## config.mk

```make
export PLATFORM = sky130hd
export DESIGN_NAME = fetch_unit_flat
export DESIGN_NICKNAME = d
export VERILOG_FILES = /design/src/rtl/fetch_unit_if.sv /design/src/rtl/fetch_unit.sv /design/src/flat_wrapper.sv
export SDC_FILE = /design/constraint.sdc
export NUM_CORES = 1
export LEC_CHECK = 0
export BUFFER_PORTS_ARGS = -buffer_cell sky130_fd_sc_hd__buf_2
export CAP_MARGIN = 20
export CORE_MARGIN = 2
export CORE_UTILIZATION = 30
export DETAILED_ROUTE_END_ITERATION = 12
export PLACE_DENSITY = 0.53
export SYNTH_ARGS = -nofsm -noshare
export SYNTH_HDL_FRONTEND = slang
export SYNTH_SLANG_ARGS = --single-unit
```

## constraint.sdc

```tcl
create_clock -name CLK -period 3.3 [get_ports CLK]
set_input_delay 0.99 -clock CLK [delete_from_list [all_inputs] [get_ports CLK]]
set_output_delay 0.99 -clock CLK [all_outputs]
set_load 0.01 [all_outputs]
```

## src/rtl/fetch_unit_if.sv

```systemverilog
// Program-memory read bus between the fetch unit (master) and instruction memory (slave).
interface fetch_unit_if;
  logic        MEM_REQ;
  logic [9:0]  MEM_ADDR;
  logic [15:0] MEM_DATA;
  logic        MEM_READY;

  modport master (output MEM_REQ, output MEM_ADDR, input MEM_DATA, input MEM_READY);
  modport slave  (input MEM_REQ, input MEM_ADDR, output MEM_DATA, output MEM_READY);
endinterface

```

## src/rtl/fetch_unit.sv

```systemverilog
// Instruction fetch sequencer: requests words at PC, strobes them into the IR,
// honours stall/halt/branch and latches a sticky fault on memory timeout.
module fetch_unit #(
  parameter logic [9:0] RESET_PC = 10'd0,
  parameter int         TIMEOUT  = 15
) (
  input  logic                CLK,
  input  logic                RESET,
  input  logic                START,
  input  logic                HALT,
  input  logic                STALL,
  input  logic                BRANCH_EN,
  input  logic [9:0]          BRANCH_ADDR,
  fetch_unit_if.master        mem_bus,
  output logic [9:0]          PC,
  output logic [15:0]         IR_DATA,
  output logic                IR_EN,
  output logic                FAULT
);

  typedef enum logic [2:0] {
    ST_IDLE,
    ST_REQ,
    ST_DELIVER,
    ST_HOLD,
    ST_ERR
  } state_t;

  localparam logic [3:0] WAIT_LAST = 4'(TIMEOUT - 1);

  state_t     state, state_next;
  logic [3:0] wait_cnt;
  logic       mem_req;

  // NOTE: sequential state uses non-blocking assignments so every register
  // samples the pre-edge values of the others, independent of block order.
  always_ff @(posedge CLK or negedge RESET) begin
    if (!RESET) state <= ST_IDLE;
    else        state <= state_next;
  end

  // NOTE: every output of this block gets a default first, so no path through
  // the case statement can leave a signal unassigned and infer a latch.
  always_comb begin
    state_next = state;
    mem_req    = 1'b0;
    IR_EN      = 1'b0;
    FAULT      = 1'b0;
    unique case (state)
      ST_IDLE: if (START) state_next = ST_REQ;
      ST_REQ: begin
        mem_req = 1'b1;
        if (mem_bus.MEM_READY)          state_next = ST_DELIVER;
        else if (wait_cnt == WAIT_LAST) state_next = ST_ERR;
      end
      ST_DELIVER: begin
        IR_EN = 1'b1;
        if (HALT)       state_next = ST_IDLE;
        else if (STALL) state_next = ST_HOLD;
        else            state_next = ST_REQ;
      end
      ST_HOLD: begin
        if (HALT)        state_next = ST_IDLE;
        else if (!STALL) state_next = ST_REQ;
      end
      ST_ERR: FAULT = 1'b1;
      default: state_next = ST_IDLE;
    endcase
  end

  // Counter is held at zero outside REQ, so every entry to REQ starts from 0.
  always_ff @(posedge CLK or negedge RESET) begin
    if (!RESET)                                   wait_cnt <= '0;
    else if (state == ST_REQ && !mem_bus.MEM_READY) wait_cnt <= wait_cnt + 4'd1;
    else if (state != ST_REQ)                     wait_cnt <= '0;
  end

  // Branches are honoured only where no request is in flight; REQ and ERR ignore them.
  always_ff @(posedge CLK or negedge RESET) begin
    if (!RESET) begin
      PC <= RESET_PC;
    end else begin
      unique case (state)
        ST_IDLE, ST_HOLD: if (BRANCH_EN) PC <= BRANCH_ADDR;
        ST_DELIVER:       PC <= BRANCH_EN ? BRANCH_ADDR : PC + 10'd1;
        default:          PC <= PC;
      endcase
    end
  end

  always_ff @(posedge CLK or negedge RESET) begin
    if (!RESET)                                    IR_DATA <= '0;
    else if (state == ST_REQ && mem_bus.MEM_READY) IR_DATA <= mem_bus.MEM_DATA;
  end

  assign mem_bus.MEM_REQ  = mem_req;
  assign mem_bus.MEM_ADDR = PC;

endmodule

```

## src/flat_wrapper.sv

```systemverilog
// flat-port wrapper written by rule: the top's interface ports become plain ports
module fetch_unit_flat 
#(
  parameter logic [9:0] RESET_PC = 10'd0,
  parameter int         TIMEOUT  = 15
)
  (CLK, RESET, START, HALT, STALL, BRANCH_EN, BRANCH_ADDR, PC, IR_DATA, IR_EN, FAULT, mem_bus_MEM_REQ, mem_bus_MEM_ADDR, mem_bus_MEM_DATA, mem_bus_MEM_READY);
  fetch_unit_if mem_bus_i ();
  input  logic CLK;
  input  logic RESET;
  input  logic START;
  input  logic HALT;
  input  logic STALL;
  input  logic BRANCH_EN;
  input  logic [9:0] BRANCH_ADDR;
  output logic [9:0] PC;
  output logic [15:0] IR_DATA;
  output logic IR_EN;
  output logic FAULT;
  output wire logic [$bits(mem_bus_i.MEM_REQ)-1:0] mem_bus_MEM_REQ;
  output wire logic [$bits(mem_bus_i.MEM_ADDR)-1:0] mem_bus_MEM_ADDR;
  input wire logic [$bits(mem_bus_i.MEM_DATA)-1:0] mem_bus_MEM_DATA;
  input wire logic [$bits(mem_bus_i.MEM_READY)-1:0] mem_bus_MEM_READY;
  assign mem_bus_MEM_REQ = mem_bus_i.MEM_REQ;
  assign mem_bus_MEM_ADDR = mem_bus_i.MEM_ADDR;
  assign mem_bus_i.MEM_DATA = mem_bus_MEM_DATA;
  assign mem_bus_i.MEM_READY = mem_bus_MEM_READY;
  fetch_unit #(.RESET_PC(RESET_PC), .TIMEOUT(TIMEOUT)) u_core (.CLK(CLK), .RESET(RESET), .START(START), .HALT(HALT), .STALL(STALL), .BRANCH_EN(BRANCH_EN), .BRANCH_ADDR(BRANCH_ADDR), .mem_bus(mem_bus_i), .PC(PC), .IR_DATA(IR_DATA), .IR_EN(IR_EN), .FAULT(FAULT));
endmodule
```

; ---- Word level (Yosys, flattened, before mapping)
; Cells that the tools add are included.
[word_totals]
ff_bits = 33
inputBits = 33
out_inout_bits = 39
elab_cells = 42
[op_classes]
add_sub_neg = 2
eq_ne = 10
muxes = 16
n_bitwise = 1
reduce_logical = 9
[op_table]
columns = cell, n
row1 = $mux W10, 2
row2 = $pmux W10 S2, 1
row3 = $mux W3, 6
row4 = $pmux W3 S5, 1
row5 = $add A10 B1 Y10 const B, 1
row6 = $mux W4, 2
row7 = $eq A3 B2 Y1 const B, 2
row8 = $add A4 B1 Y4 const B, 1
row9 = $eq A4 B4 Y1 const B, 1
row10 = $ne A2 B2 Y1 const B, 2
row11 = $reduce_and A4 Y1, 1
row12 = $reduce_bool A2 Y1, 2
row13 = $eq A3 B1 Y1 const B, 1
row14 = $eq A3 B3 Y1 const B, 1
row15 = $logic_not A3 Y1, 1
row16 = $mux W1, 3
row17 = $ne A3 B1 Y1 const B, 1
row18 = $ne A3 B2 Y1 const B, 1
row19 = $ne A3 B3 Y1 const B, 1
row20 = $logic_and A1 B1 Y1, 2
row21 = $mux W2, 1
row22 = $reduce_and A2 Y1, 1
row23 = $reduce_or A2 Y1, 1
row24 = $logic_not A1 Y1, 1
row25 = $not A1 Y1, 1

; ---- Longest topological paths before layout
; Gate-level depths: netlist of run 1.
[logic_depth]
depth_word = 4
mapped_depth = 7

; ---- Worst setup path before layout of run 1
; OpenSTA, ideal clock, no wires.
[synth_path]
path_kind = input to register
start = input port mem_bus_MEM_READY
end = register u_core.IR_DATA[10]
setup_ps = 125
arrival_time_ps = 1957
t_required_ps = 3175
path_slack_ps = 1218
stages = 5
n_path_buf = 3
path_cell_list = clkbuf_1 -> and2_1 -> buf_4 -> buf_6 -> mux2_2
[synth_via]
elab_chain_cells = 1
[synth_lines]
columns = item, line
row1 = "start, declared", flat_wrapper.sv:23  ; input wire logic [$bits(mem_bus_i.MEM_READY)-1:0] mem_bus_MEM_READY;
row2 = $logic_and A1 B1 Y1, fetch_unit.sv:93  ; else if (state == ST_REQ && mem_bus.MEM_READY) IR_DATA <= mem_bus.MEM_DATA;
row3 = "end signal, assigned", fetch_unit.sv:93
row4 = "end, declared", fetch_unit.sv:16  ; output logic [15:0] IR_DATA,
; No other way between the ends.
; A chain may end at the register's enable or synchronous reset.

; ---- Final worst setup path of run 1
[layout_path]
start = register u_core.state[0]
end = output port mem_bus_MEM_REQ
[layout_via]
elab_chain_cells = 2
[layout_lines]
columns = item, line
row1 = "start, declared", fetch_unit.sv:31  ; state_t state, state_next;
row2 = "start signal, assigned", fetch_unit.sv:39  ; else state <= state_next;
row3 = $eq A3 B1 Y1, fetch_unit.sv:49  ; unique case (state)
row4 = $mux W1, fetch_unit.sv:49
row5 = "end, declared", flat_wrapper.sv:20  ; output wire logic [$bits(mem_bus_i.MEM_REQ)-1:0] mem_bus_MEM_REQ;
; No other way between the ends.

==> impl_metrics.py, run 1 <==
metrics = {
    "cts": {
        "cts_buffer_depth": 2,
        "cts_tree": "built",
        "path_clk_slew_ps": 70,
        "cts-resized-gates": 0,
        "htree_levels": 2,
        "cts_made_buffers": 5,
        "clock_latency_ps": 280,
        "clock-root-buffer": "clkbuf_8",
        "clock-sinks": 33,
        "hold_buffers": 0,
        "postCtsSetupRepairBufs": 0,
    },
    "yosys": {
        "synthTopCellsByArea": "dfrtp_1 48%, mux2_2 11%, buf_4 4.8%",
        "netlist_instances": 161,
        "synth_ff_type": "dfrtp_1",
        "synthArstFlopShare": 1.000,
        "synth_seq_cells": 33,
        "yosysUniqueCellTypes": 42,
        "synth_top_area_share": 0.4842,
        "yosysWarnings": 0,
        "yosysTopAreaCell": "dfrtp_1",
        "synth-edff-count": 0,
        "syn_nets": 197,
        "netlist_area_um2": 1705,
        "seq_area_frac_synth": 0.4842,
        "syn_area_per_cell_um2": 10.59,
    },
    "final_layout": {
        "antennaDiodeCount": 0,
        "final_common_cell": "buf_2",
        "drive_gt1_frac": 0.4622,
        "final_cell_mix": "71 x buf_2, 33 x dfrtp_1, 16 x mux2_2",
        "nets": 260,
        "ff_latch_area_um2": 825.8,
        "synthToLayoutAreaGrowth_pct": 26.49,
        "fill_cells": 559,
        "multi_input_area_um2": 735.7,
        "finish.utilization": 0.3917,
    },
    "detailed_routing": {
        "drtAntennaViolNets": 0,
        "drtIter0Drc": 51,
        "dr.pass1.iters": 4,
        "via_per_inst": 4.852,
        "wl_per_cell_um": 13.37,
        "drc_errors": 0,
        "routed_wirelength_um": 3972,
        "vias": 1441,
    },
    "sta": {
        "rsz0062_at_grt": "no",
        "finalSetupTns_ps": 0,
        "period_needed_ps": 2324,
        "final.period_utilization": 0.7042,
        "worst_slack_ps": 976.3,
        "tightest_slew_ps": 765.6,
        "skew_ps": 6.426,
        "setup_viol": 0,
        "hold_viol": 0,
        "relSlewSlack": 0.4896,
        "clock.fmax_ghz": 0.4303,
        "slew_violations": 0,
    },
    "pwr": {
        "powerDensity_nw_per_um2": 917.8,
        "combPwrFrac": 0.415,
        "power_frac_clock": 0.203,
        "leakage_uw": 0.001006,
        "p_int_uw": 1221,
        "seq_power_share": 0.382,
        "p_sw_frac": 0.3832,
        "vdd_drop_max_mv": 0.4109,
        "switching_power_uw": 758.6,
    },
    "place": {
        "dp_hpwl_um": 2858,
        "pre_cts_ws_ps": 945.6,
        "numPortBuffers": 71,
        "place_congestion": 0.7466,
    },
    "setup_path": {
        "arrival_ps": 1330,
        "cp.required_ps": 2310,
        "critPathCaptureType": "output port",
        "cp_max_fo": 8,
        "path_class": "reg -> out",
        "critPathLaunchType": "flip-flop",
    },
    "floorplanning": {
        "dieHeight_um": 79.40,
        "rows": 27,
        "die_w_um": 79.40,
        "io_pins": 72,
        "start_util": 0.3097,
        "coreArea_um2": 5507,
        "dieArea_um2": 6304,
    },
    "global_route": {
        "track_usage": 0.1392,
        "grt_pass1_vias": 1385,
        "grt_max_degree": 34,
        "grt_antenna_before_repair": 0,
        "grt_overflow_total": 0,
        "grt_pass1_wl_um": 6741,
    },
    "run": {
        "drv_cap": 0,
    },
    "run_status": {
        "status": "finished clean",
    },
    "hold_path": {
        "hp-class": "reg -> reg",
    },
}
-- state kept, by name, summed over array words and instances, names as in the netlist --
signal	flops
u_core.IR_DATA	16
u_core.PC	10
u_core.state	3
u_core.wait_cnt	4
-- worst max-delay path, cell delays in order (launching register included) --
cell	delay [ps]
dfrtp_1	460
nor2b_1	230
nand2b_2	140
inv_2	90
buf_2	130
-- cell families after synthesis --
group / synth area share
buffers and inverters: 0.08437
AO/OA/AOI/OAI: 0.09978
flip-flops: 0.4842
AND/OR/NAND/NOR: 0.1886
multiplexers: 0.1056
XOR/XNOR: 0.01541
adder cells (fa/ha/maj): 0.02201
-- cell type report --
class | count | area share
clock buffer | 6 | 0.03828
multi-input combinational | 107 | 0.3411
clock inverter | 2 | 0.01740
tap | 72 | 0.04176
inverter | 4 | 0.006961
timing repair buffer | 73 | 0.1717
sequential | 33 | 0.3828
-- synth_stat cells, types with 3 or more instances --
cell type  instances
dfrtp_1           33
mux2_2            16
nor2_1            11
buf_4             11
nand4_1            3
buf_6              3
nand2_1           11
nand3_1            4
o21ai_0            5
nor3_1             7
ha_1               3
nor2b_1            4
or2_2              3
a21oi_1            9
inv_1              3
o22ai_1            3
-- per-stage QoR --
stage	power [µW]	hold slack [ps]	instance area, µm²	std cells
floorplan	1329	505.4	1705	161
global placement	1585	486.2	2037	289
detailed placement	1596	490.2	2037	289
CTS	2006	508.3	2157	297
global route	2143	526.1	2157	297
finish	1980	503.8	2157	297
-- power by group through the flow --
stage / sequential [µW] / combinational (µW) / clock (µW)
3_5_place_dp: 763 / 833 / 0
5_1_grt: 793 / 917 / 432
6_report: 757 / 822 / 402
2_1_floorplan: 812 / 516 / 0
3_3_place_gp: 760 / 826 / 0
4_1_cts: 759 / 835 / 412
-- metal layers --
layer | vias up | routed length, µm | global-route usage
met5 | - | 0 | 0
met3 | 6 | 424 | 0.06109
li1 | 691 | - | -
met4 | 0 | 47 | 0.04655
met1 | 674 | 1771 | 0.1873
met2 | 70 | 1728 | 0.1992
-- path summary, 6_finish.rpt --
path,end,startpoint,depth (start not counted),slack (ps)
min in group asynchronous,u_core.PC[7]$_DFFE_PN0P_,RESET,1,770
worst max register to register,u_core.IR_DATA[8]$_DFFE_PN0P_,u_core.state[0]$_DFFE_PN0P_,5,1250
worst max-delay path,mem_bus_MEM_REQ,u_core.state[0]$_DFFE_PN0P_,4,980
max in group asynchronous,u_core.IR_DATA[7]$_DFFE_PN0P_,RESET,1,2040
worst min register to register,u_core.IR_DATA[5]$_DFFE_PN0P_,u_core.IR_DATA[5]$_DFFE_PN0P_,1,500
worst min-delay path,u_core.IR_DATA[5]$_DFFE_PN0P_,u_core.IR_DATA[5]$_DFFE_PN0P_,1,500
Note: power is estimated with default switching activity, not from simulation.
==> run 2, diff against run 1 <==
--- a/config.mk
+++ b/config.mk
@@ -5,6 +5,7 @@
 export SDC_FILE = /design/constraint.sdc
 export NUM_CORES = 1
 export LEC_CHECK = 0
+export ABC_AREA = 1
 export BUFFER_PORTS_ARGS = -buffer_cell sky130_fd_sc_hd__buf_2
 export CAP_MARGIN = 20
 export CORE_MARGIN = 2
==> constraint.sdc (replaced) <==
create_clock -name CLK -period 2.43 [get_ports CLK]
set_input_delay 0.729 -clock CLK [delete_from_list [all_inputs] [get_ports CLK]]
set_output_delay 0.729 -clock CLK [all_outputs]
set_load 0.01 [all_outputs]
==> impl_metrics.py, run 2 <==
metrics = {
    "run_status": {
        "status": "finished clean",
    },
    "detailed_routing": {
        "drtIter0Drc": 37,
        "via_per_inst": 4.503,
        "wl_per_cell_um": 11.10,
        "drtAntennaViolNets": 0,
        "vias": 1747,
        "drc_errors": 0,
        "routed_wirelength_um": 4308,
        "dr.pass1.iters": 4,
    },
    "sta": {
        "hold-worst-slack_ps": 462.3,
        "worst_slack_ps": 537.9,
        "rsz0062_at_grt": "no",
        "hold_viol": 0,
        "tightest_slew_ps": 747.6,
        "finalSetupTns_ps": 0,
        "period_needed_ps": 1892,
        "skew_ps": 6.077,
        "final.period_utilization": 0.7786,
        "setup_viol": 0,
        "slew_violations": 0,
        "relSlewSlack": 0.5016,
        "clock.fmax_ghz": 0.5285,
    },
    "setup_path": {
        "arrival_ps": 1160,
        "path_class": "reg -> out",
        "crit_path_end": "FAULT",
        "critPathLaunchType": "flip-flop",
        "critPathLaunch": "u_core.state[1]$_DFFE_PN0P_",
        "cp_slowest_cell": "dfrtp_1",
        "max_stage_delay_ps": 440,
        "r2r-start": "u_core.state[1]$_DFFE_PN0P_",
        "worst-r2r-cell-count": 6,
        "path_cells": "nor2_2, inv_1, nor2_1, buf_2",
        "critPathCaptureType": "output port",
        "rrSetupSlack_ps": 880,
        "reg2reg_to": "u_core.wait_cnt[2]$_DFFE_PN0P_",
        "cp.required_ps": 1700,
        "cp_max_fo": 5,
    },
    "place": {
        "pre_cts_ws_ps": 707.5,
        "dp_hpwl_um": 3090,
        "place_congestion": 0.7966,
        "numPortBuffers": 71,
    },
    "cts": {
        "hold_buffers": 0,
        "htree_levels": 2,
        "cts-resized-gates": 0,
        "clock-sinks": 33,
        "cts_buffer_depth": 2,
        "cts_tree": "built",
        "clock_latency_ps": 290,
        "path_clk_slew_ps": 70,
        "postCtsSetupRepairBufs": 0,
        "clock-root-buffer": "clkbuf_8",
        "cts_made_buffers": 5,
    },
    "global_route": {
        "grt_pass1_vias": 1592,
        "grt_pass1_wl_um": 6872,
        "track_usage": 0.1345,
        "grt_max_degree": 34,
        "grt_antenna_before_repair": 0,
        "grt_overflow_total": 0,
    },
    "pwr": {
        "vdd_drop_max_mv": 0.4392,
        "leakage_uw": 0.001294,
        "powerDensity_nw_per_um2": 1237,
        "total_power_uw": 2835,
    },
    "floorplanning": {
        "start_util": 0.3119,
        "dieArea_um2": 6800,
        "die_w_um": 82.46,
        "rows": 28,
        "dieHeight_um": 82.46,
        "coreArea_um2": 5921,
        "io_pins": 72,
    },
    "run": {
        "drv_cap": 0,
    },
    "final_layout": {
        "synthToLayoutAreaGrowth_pct": 24.12,
        "largest_register_ffs": 16,
        "drive_gt1_frac": 0.3035,
        "final_common_cell": "nand2_1",
        "largest_register": "u_core.IR_DATA",
        "final_cell_mix": "95 x nand2_1, 71 x buf_2, 33 x dfrtp_1",
        "layout_top_registers": "u_core.IR_DATA: 16 flops, u_core.PC: 10 flops, u_core.wait_cnt: 4 flops",
        "fill_cells": 671,
        "antennaDiodeCount": 0,
        "nets": 348,
    },
    "yosys": {
        "synth-edff-count": 0,
        "netlist_instances": 250,
        "seq_area_frac_synth": 0.4472,
        "syn_area_per_cell_um2": 7.387,
        "yosysTopAreaCell": "dfrtp_1",
        "synth_top_area_share": 0.4472,
        "synth_ff_type": "dfrtp_1",
        "synth_top_cells_by_count": "95 x nand2_1, 33 x dfrtp_1, 30 x nand3_1",
        "netlist_area_um2": 1847,
        "synth_seq_cells": 33,
        "yosysWarnings": 0,
        "yosysUniqueCellTypes": 26,
        "syn_nets": 286,
        "synthArstFlopShare": 1.000,
        "synthTopCellsByArea": "dfrtp_1 45%, nand2_1 19%, nand3_1 8.1%",
        "synth_most_common_cell": "nand2_1",
    },
    "hold_path": {
        "hp-class": "reg -> reg",
    },
}
-- run 2: changes by cell type after synthesis, moves of 3 or more --
cell     change
a21oi_1      -5
inv_1       +18
inv_2        +3
mux2_2      -16
nand2_1     +84
nand2_2      +3
nand3_1     +26
nor2_1       +3
nor2b_1      -4
nor3_1       -6
-- run 2: kinds of logic after synthesis --
family                   Yosys count  share of synthesized area
buffers and inverters             42                     0.1192
XOR/XNOR                           1                   0.004743
adder cells (fa/ha/maj)            3                    0.02033
flip-flops                        33                     0.4472
AND/OR/NAND/NOR                  152                     0.3482
AO/OA/AOI/OAI                     19                    0.06030
-- run 2: cell type report --
cell class | instances | area (µm²) | area share
clock inverters | 3 | 46.29 | 0.02020
inverters | 25 | 93.84 | 0.04094
well taps | 75 | 93.84 | 0.04094
repair buffers | 72 | 362.8 | 0.1583
multi-input cells | 175 | 800.8 | 0.3493
flip-flops and latches | 33 | 825.8 | 0.3603
clock buffers | 5 | 68.82 | 0.03002
-- run 2: metrics by stage --
stage	instance area, µm²	cells	utilization
after global placement	2177	380	0.3677
final	2292	388	0.3872
after CTS	2292	388	0.3872
after detailed placement	2177	380	0.3677
after floorplan	1847	250	-
after global routing	2292	388	0.3872
-- run 2: worst max-delay path: cells and delay by family, from the launching register on --
kind          cells  cell delay [ps]
buf+inv           2              190
flops             1              440
simple gates      2              240
-- run 2: metal layers --
layer / GRT usage / up-vias / share of wire
met5: 0 / - / 0
met4: 0.05500 / 0 / 0.0097
met3: 0.02935 / 6 / 0.062
met2: 0.2427 / 52 / 0.49
met1: 0.1525 / 791 / 0.44
li1: - / 898 / -
-- run 2: where the power goes --
group	total [µW]	switching, µW	internal (µW)
sequential	1010	220	790
combinational	1300	805	493
clock	527	220	307
total	2840	1250	1590
-- run 2: how the worst min path moves through the flow --
| stage | slack (ps) | cells after the start | from | end |
|---|---|---|---|---|
| CTS | 470 | 1 | u_core.wait_cnt[3]$_DFFE_PN0P_ | u_core.wait_cnt[3]$_DFFE_PN0P_ |
| finish | 460 | 1 | u_core.wait_cnt[3]$_DFFE_PN0P_ | u_core.wait_cnt[3]$_DFFE_PN0P_ |
| floorplan | 430 | 0 | RESET | u_core.IR_DATA[0]$_DFFE_PN0P_ |
| global route | 480 | 1 | u_core.wait_cnt[3]$_DFFE_PN0P_ | u_core.wait_cnt[3]$_DFFE_PN0P_ |
| global placement | 450 | 1 | u_core.wait_cnt[3]$_DFFE_PN0P_ | u_core.wait_cnt[3]$_DFFE_PN0P_ |
| detailed placement | 450 | 2 | u_core.IR_DATA[14]$_DFFE_PN0P_ | u_core.IR_DATA[14]$_DFFE_PN0P_ |
